$ cat config.mk
export PLATFORM = sky130hd
export DESIGN_NAME = walk_request_register
export DESIGN_NICKNAME = d
export VERILOG_FILES = /design/src/rtl/walk_request_register.sv
export SDC_FILE = /design/constraint.sdc
export NUM_CORES = 1
export LEC_CHECK = 0
export CAP_MARGIN = 10
export CORE_AREA = 2 2 39 41
export CTS_CLUSTER_DIAMETER = 30
export DETAILED_ROUTE_END_ITERATION = 16
export DIE_AREA = 0 0 41 43
export PLACE_DENSITY = 0.41
export SETUP_SLACK_MARGIN = 0.1
export SYNTH_ARGS = -nofsm -noshare
export SYNTH_HDL_FRONTEND = slang
export SYNTH_SLANG_ARGS = --single-unit
$ cat constraint.sdc
create_clock -name clk -period 0.8 [get_ports clk]
set_input_delay 0.24 -clock clk [delete_from_list [all_inputs] [get_ports clk]]
set_output_delay 0.24 -clock clk [all_outputs]
set_load 0.02 [all_outputs]
$ cat src/rtl/walk_request_register.sv
// Sticky pedestrian walk-request latches for two crossings; a flag sets one cycle after its button rises.
// No backpressure: a flag stays set until WR_Reset clears both channels, and a concurrent new press wins.
module walk_request_register (
   input  logic clk,
   input  logic g_reset,
   input  logic WR_Sync_1,
   input  logic WR_Sync_2,
   input  logic WR_Reset,
   output logic WR_Out_1,
   output logic WR_Out_2
);

   logic [1:0] sync;
   logic [1:0] prev;
   logic [1:0] req;
   logic [1:0] rise;

   assign sync = {WR_Sync_2, WR_Sync_1};
   assign rise = sync & ~prev;

   // prev clears on reset so a button held across reset counts as a fresh press.
   always_ff @(posedge clk) begin
      if (!g_reset) begin
         req  <= 2'b00;
         prev <= 2'b00;
      end else begin
         prev <= sync;
         req  <= rise | (req & {2{~WR_Reset}});
      end
   end

   assign WR_Out_1 = req[0];
   assign WR_Out_2 = req[1];

endmodule

==> flow_metrics.tcl, run 1 <==
set metrics [dict create \
    wirelength_um 276 \
    min_from "g_reset" \
    drive_gt1_frac 0.524 \
    die_area_um2 1760 \
    place_inst 34 \
    synth_seq_cells 4 \
    leakage_nw 0.107 \
    post-cts-setup-buffers 0 \
    clock-sinks 4 \
    hold_class "input pin to register" \
    r2r_setup_slack_ns 0.19 \
    hold_path_end "prev[1]$_SDFF_PN0_" \
    status "finished, violations left" \
    synthToLayoutAreaGrowth_pct 66.9 \
    synth_top_area_share 0.516 \
    fin_nets 28 \
    min_period_over_period 1.14 \
    crit_type "register to primary output" \
    synth_area_leaders "dfxtp_1 (52%), nand2b_4 (18%), a21boi_2 (15%), and2_1 (8.1%), nand2b_1 (8.1%)" \
    syn_nets 17 \
    setup.worst_path.end_class "primary output" \
    synthArstFlopShare 0 \
    rows 14 \
    clkTransAtPathRegs_ns 0.04 \
    core_um2 1380 \
    cts_tree "yes" \
    critical-path-top-delay-family "flip-flops" \
    finClkSkew_ns 0.000144 \
    synth_area_per_cell_um2 12.9 \
    grt_pass1_vias 149 \
    critPathBufInv 1 \
    grt_use_total 0.0563 \
    dr.pass1.iters 2 \
    via_count 113 \
    violations "negative setup slack" \
    yosysTopAreaCell "dfxtp_1" \
    power.density_nw_per_um2 2060 \
    pin_count 7 \
    worstMarginPinSlew_ns 0.141 \
    worstPathRequired_ns 0.56 \
    startpoint_type "register" \
    yosysSeqAreaShare 0.516 \
    setup_viol 2 \
    clk_path_buf_depth 2 \
    clkLatencyLatePin_ns 0.23 \
    drv_slew 0 \
    drtIter0Drc 1 \
    fmax_mhz 1100 \
    preCtsSetupSlack_ns -0.359 \
    layout.cells.non_filler 37 \
    finalSetupTns_ns -0.212 \
    numCtsBuffers 3 \
    crit_fanout 2 \
    slowest_delay_ns 0.33 \
    ys_types 5 \
    die_w_um 41 \
    n_antenna_cell 0 \
    synth_cells 12 \
    overflow 0 \
    cp_cell_sequence "buf_6" \
    syn_area_um2 155 \
    drc 0 \
    crit_arrival_ns 0.67 \
    die_h_um 43 \
    fin_crit_ns 0.909 \
    cap_violations 0 \
    rsz0062_at_grt "yes" \
    wl_per_cell_um 7.46 \
    ir_drop_v 0.000638 \
    yosysMostFrequentCell "dfxtp_1" \
    grt_start_max_net_pins 5 \
    htreeDepth 1 \
    fin_ws_ns -0.109 \
    vias_per_cell 3.05 \
    yosysWarnings 0 \
    antenna_found_initial 0 \
    final_core_util 0.187 \
    cts-root-buf "clkbuf_4" \
    start_util 0.112 \
    r2r-end "req[1]$_SDFF_PN0_" \
    io_buffers 6 \
    r2r_start "prev[1]$_SDFF_PN0_" \
    dpl_cell_area_um2 235 \
    synthFlopType "dfxtp_1" \
    place_congestion 0.537 \
    postLayoutCellArea_um2 259 \
    holdPathStages 2 \
    final_antenna_net_count 0 \
    crit_path_top_delay_cell "dfxtp_2" \
    finalHoldViolations 0 \
    grt_pass1_wl_um 538 \
    reg2reg_depth 2 \
    relSlewSlack 0.906 \
    synth_common_cells "dfxtp_1 (4), a21boi_2 (2), and2_1 (2), nand2b_1 (2), nand2b_4 (2)" \
    synth_edf_count 0 \
]
==> registers in the layout, indices dropped and copies added (netlist names) <==
signal / flops
req: 2
prev: 2
==> layer usage <==
layer | global-route usage | wire length [um] | vias to the layer above | share of wire
met5 | 0 | 0 | - | 0
met4 | 0.0600 | 0 | 0 | 0
met3 | 0.0628 | 37 | 0 | 0.13
met2 | 0.0625 | 111 | 7 | 0.40
met1 | 0.0484 | 128 | 49 | 0.46
li1 | - | - | 57 | -
==> area by class of cell <==
cell class | instances | area [um^2]
Fill cell | 151 | 1120
Multi-Input combinational cell | 8 | 75.1
Clock buffer | 3 | 22.5
Sequential cell | 4 | 82.6
Timing Repair Buffer | 6 | 58.8
Tap cell | 16 | 20.0
==> cells by family (layout without fill, tap and decap cells) <==
| group | after synthesis | after routing | synth area share |
|---|---|---|---|
| DFF | 4 | 4 | 0.516 |
| and+or+nand+nor | 6 | 6 | 0.339 |
| AOI/OAI and AO/OA | 2 | 2 | 0.145 |
| buffers and inverters | 0 | 9 | 0 |
==> per-stage QoR <==
step / power, mW / hold slack (ns)
global placement: 0.293 / 0.478
global route: 0.587 / 0.401
floorplan: 0.255 / 0.362
CTS: 0.551 / 0.394
finish: 0.533 / 0.399
detailed placement: 0.295 / 0.489
==> cell usage in the layout (no fill, tap or decap) <==
cell,n
dfxtp_2,2
buf_6,2
clkbuf_4,3
clkdlybuf4s50_1,1
dfxtp_1,2
nand2b_1,2
dlygate4sd2_1,3
a21boi_2,2
and2_1,2
nand2b_4,2
==> power breakdown <==
part | internal, mW | total (mW) | switching [mW]
combinational | 0.0435 | 0.0701 | 0.0266
sequential | 0.214 | 0.220 | 0.00593
clock | 0.167 | 0.243 | 0.0753
==> how the worst max path moves through the flow <==
stage / start / end / slack, ns / depth (start not counted)
after floorplan: req[0]$_SDFF_PN0_ / req[0]$_SDFF_PN0_ / 0.13 / 2
after global placement: req[0]$_SDFF_PN0_ / WR_Out_1 / -0.35 / 1
after detailed placement: req[0]$_SDFF_PN0_ / WR_Out_1 / -0.36 / 1
after CTS: req[0]$_SDFF_PN0_ / WR_Out_1 / -0.13 / 1
after global routing: req[1]$_SDFF_PN0_ / WR_Out_2 / -0.15 / 1
final: req[0]$_SDFF_PN0_ / WR_Out_1 / -0.11 / 1
==> repair_timing <==
action | 4_1_cts | 5_1_grt
hold endpoints to repair | 0 | 0
hold buffers | 0 | 0
gates resized for setup | 17 | 0
endpoints found under the setup margin | 6 | 4
(Power assumes the default switching activity.)
==> run 2, diff against run 1 <==
--- a/config.mk
+++ b/config.mk
@@ -11,6 +11,7 @@
 export DETAILED_ROUTE_END_ITERATION = 16
 export DIE_AREA = 0 0 41 43
 export PLACE_DENSITY = 0.41
+export REMOVE_ABC_BUFFERS = 1
 export SETUP_SLACK_MARGIN = 0.1
 export SYNTH_ARGS = -nofsm -noshare
 export SYNTH_HDL_FRONTEND = slang
==> results of run 2 <==
The final DEF is identical to that of run 1; final timing and power are the same.
==> variant, RTL diff (flow settings as in run 2) <==
Add an input register stage for `WR_Sync_1` and `WR_Sync_2`, without a reset; this delays them by one clock.
--- a/src/rtl/walk_request_register.sv
+++ b/src/rtl/walk_request_register.sv
@@ -10,12 +10,20 @@
    output logic WR_Out_2
 );
 
+   logic WR_Sync_1_q;
+   logic WR_Sync_2_q;
+
+   always_ff @(posedge clk) begin
+      WR_Sync_1_q <= WR_Sync_1;
+      WR_Sync_2_q <= WR_Sync_2;
+   end
+
    logic [1:0] sync;
    logic [1:0] prev;
    logic [1:0] req;
    logic [1:0] rise;
 
-   assign sync = {WR_Sync_2, WR_Sync_1};
+   assign sync = {WR_Sync_2_q, WR_Sync_1_q};
    assign rise = sync & ~prev;
 
    // prev clears on reset so a button held across reset counts as a fresh press.
Check against the original RTL: not equivalent (Yosys sat finds a counterexample within 4 cycles, from zero or initial values and one cycle with g_reset low).
==> variant against run 2 <==
- the flow still finishes with violations (setup timing)
- total power grew 27%
- combinational power grew 17%
- synthesized cell count grew 17%
- sequential cell count grew 2
- setup slack lost 0.0075 ns
- wire length shrank 1.1%
- final area grew 26%
- sequential power grew 50%
- synthesized area grew 26%
- largest cell class unchanged
- largest power group is now registers
- highest routed layer unchanged
==> variant: results (changes against run 2) <==
Setup Skew 0.00337 ns (was 0.000144 ns); fill cell count 137 (was 151); setup slack after layout -0.116 ns (was -0.109 ns); GPL Wtd Cong 0.555 (was 0.537); share of post-route cells with drive strength above 1 0.560 (was 0.524); synth top area cells dfxtp_1, nand2b_4, a21boi_2 (unchanged); DRT Pass-1 Iters 1 (was 2); final setup fails 2 (unchanged); Slew HR 0.920 (was 0.906); initial DRC count 0 (was 1); P_leak 0.146 nW (was 0.107 nW); failing checks setup timing (unchanged); total wire length 273 um (was 276 um); Syn Inst Count 14 (was 12); gr usage total 0.0513 (was 0.0563); Max VDD drop 1.05 mV (was 0.638 mV); Setup TNS -0.231 ns (was -0.212 ns); wire length per cell 6.66 um (was 7.46 um); Hold Path Depth 3 (was 2); dpl cells 36 (was 34); sequential share of the synthesized area 0.615 (was 0.516); Post-synth top cells dfxtp_1, a21boi_2, and2_1, nand2b_1, nand2b_4 (unchanged); final net count 32 (was 28); pre-CTS WS -0.353 ns (was -0.359 ns); drt via density 2.93 (was 3.05); placed cell area 275 sq um (was 235 sq um); Reg2Reg Depth 3 (was 2); status complete, but fails checks (unchanged); vias in the first global route 140 (was 149); switching power 0.000133 W (was 0.000108 W)
variant: cell types whose count changed in the layout (fill, tap and decap cells not counted):
cell | before | now
buf_4 | 0 | 2
dfxtp_1 | 2 | 4
dlygate4sd2_1 | 3 | 1
dlymetal6s2s_1 | 0 | 1
clkdlybuf4s50_1 | 1 | 2
nand2b_4 | 2 | 3
nand2b_1 | 2 | 1
variant: routing by layer:
metal  GRT usage  vias up  share of wire
met1      0.0550       46           0.53
met2      0.0500        7           0.33
met3      0.0785        0           0.14
met4      0.0200        0              0
met5           0        -              0
li1            -       67              -
variant: repair_timing:
action                                  in CTS  in global routing
endpoints found under the setup margin       6                  4
gates cloned                                 0                  0
pin swaps                                    0                  0
gates resized for setup                     15                  2
setup buffers                                0                  2
variant: area by class of cell:
type	count	area [sq um]	share of cell area
Sequential cell	6	123	0.375
Tap cell	16	20.0	0.0613
Multi-Input combinational cell	8	82.6	0.253
Clock buffer	3	22.5	0.0690
Timing Repair Buffer	8	78.8	0.241
variant: power groups by stage:
stage                     clock, W  sequential, W  combinational [W]
after floorplan                  0       0.000340          0.0000255
after global placement           0       0.000332          0.0000690
after detailed placement         0       0.000333          0.0000697
after CTS                 0.000284       0.000330          0.0000696
after global routing      0.000306       0.000331          0.0000895
final                     0.000266       0.000330          0.0000821
variant: kinds of logic after synthesis:
group           share of synthesized area
flops                               0.615
compound gates                      0.115
simple gates                        0.269
variant: path summary, 6_finish.rpt:
check                           slack, ns       end         from
worst max-delay path                -0.12  WR_Out_1       req[0]
worst min-delay path                 0.30    req[1]     WR_Reset
worst max register to register       0.13    req[0]       req[0]
worst min register to register       0.47    req[0]  WR_Sync_1_q
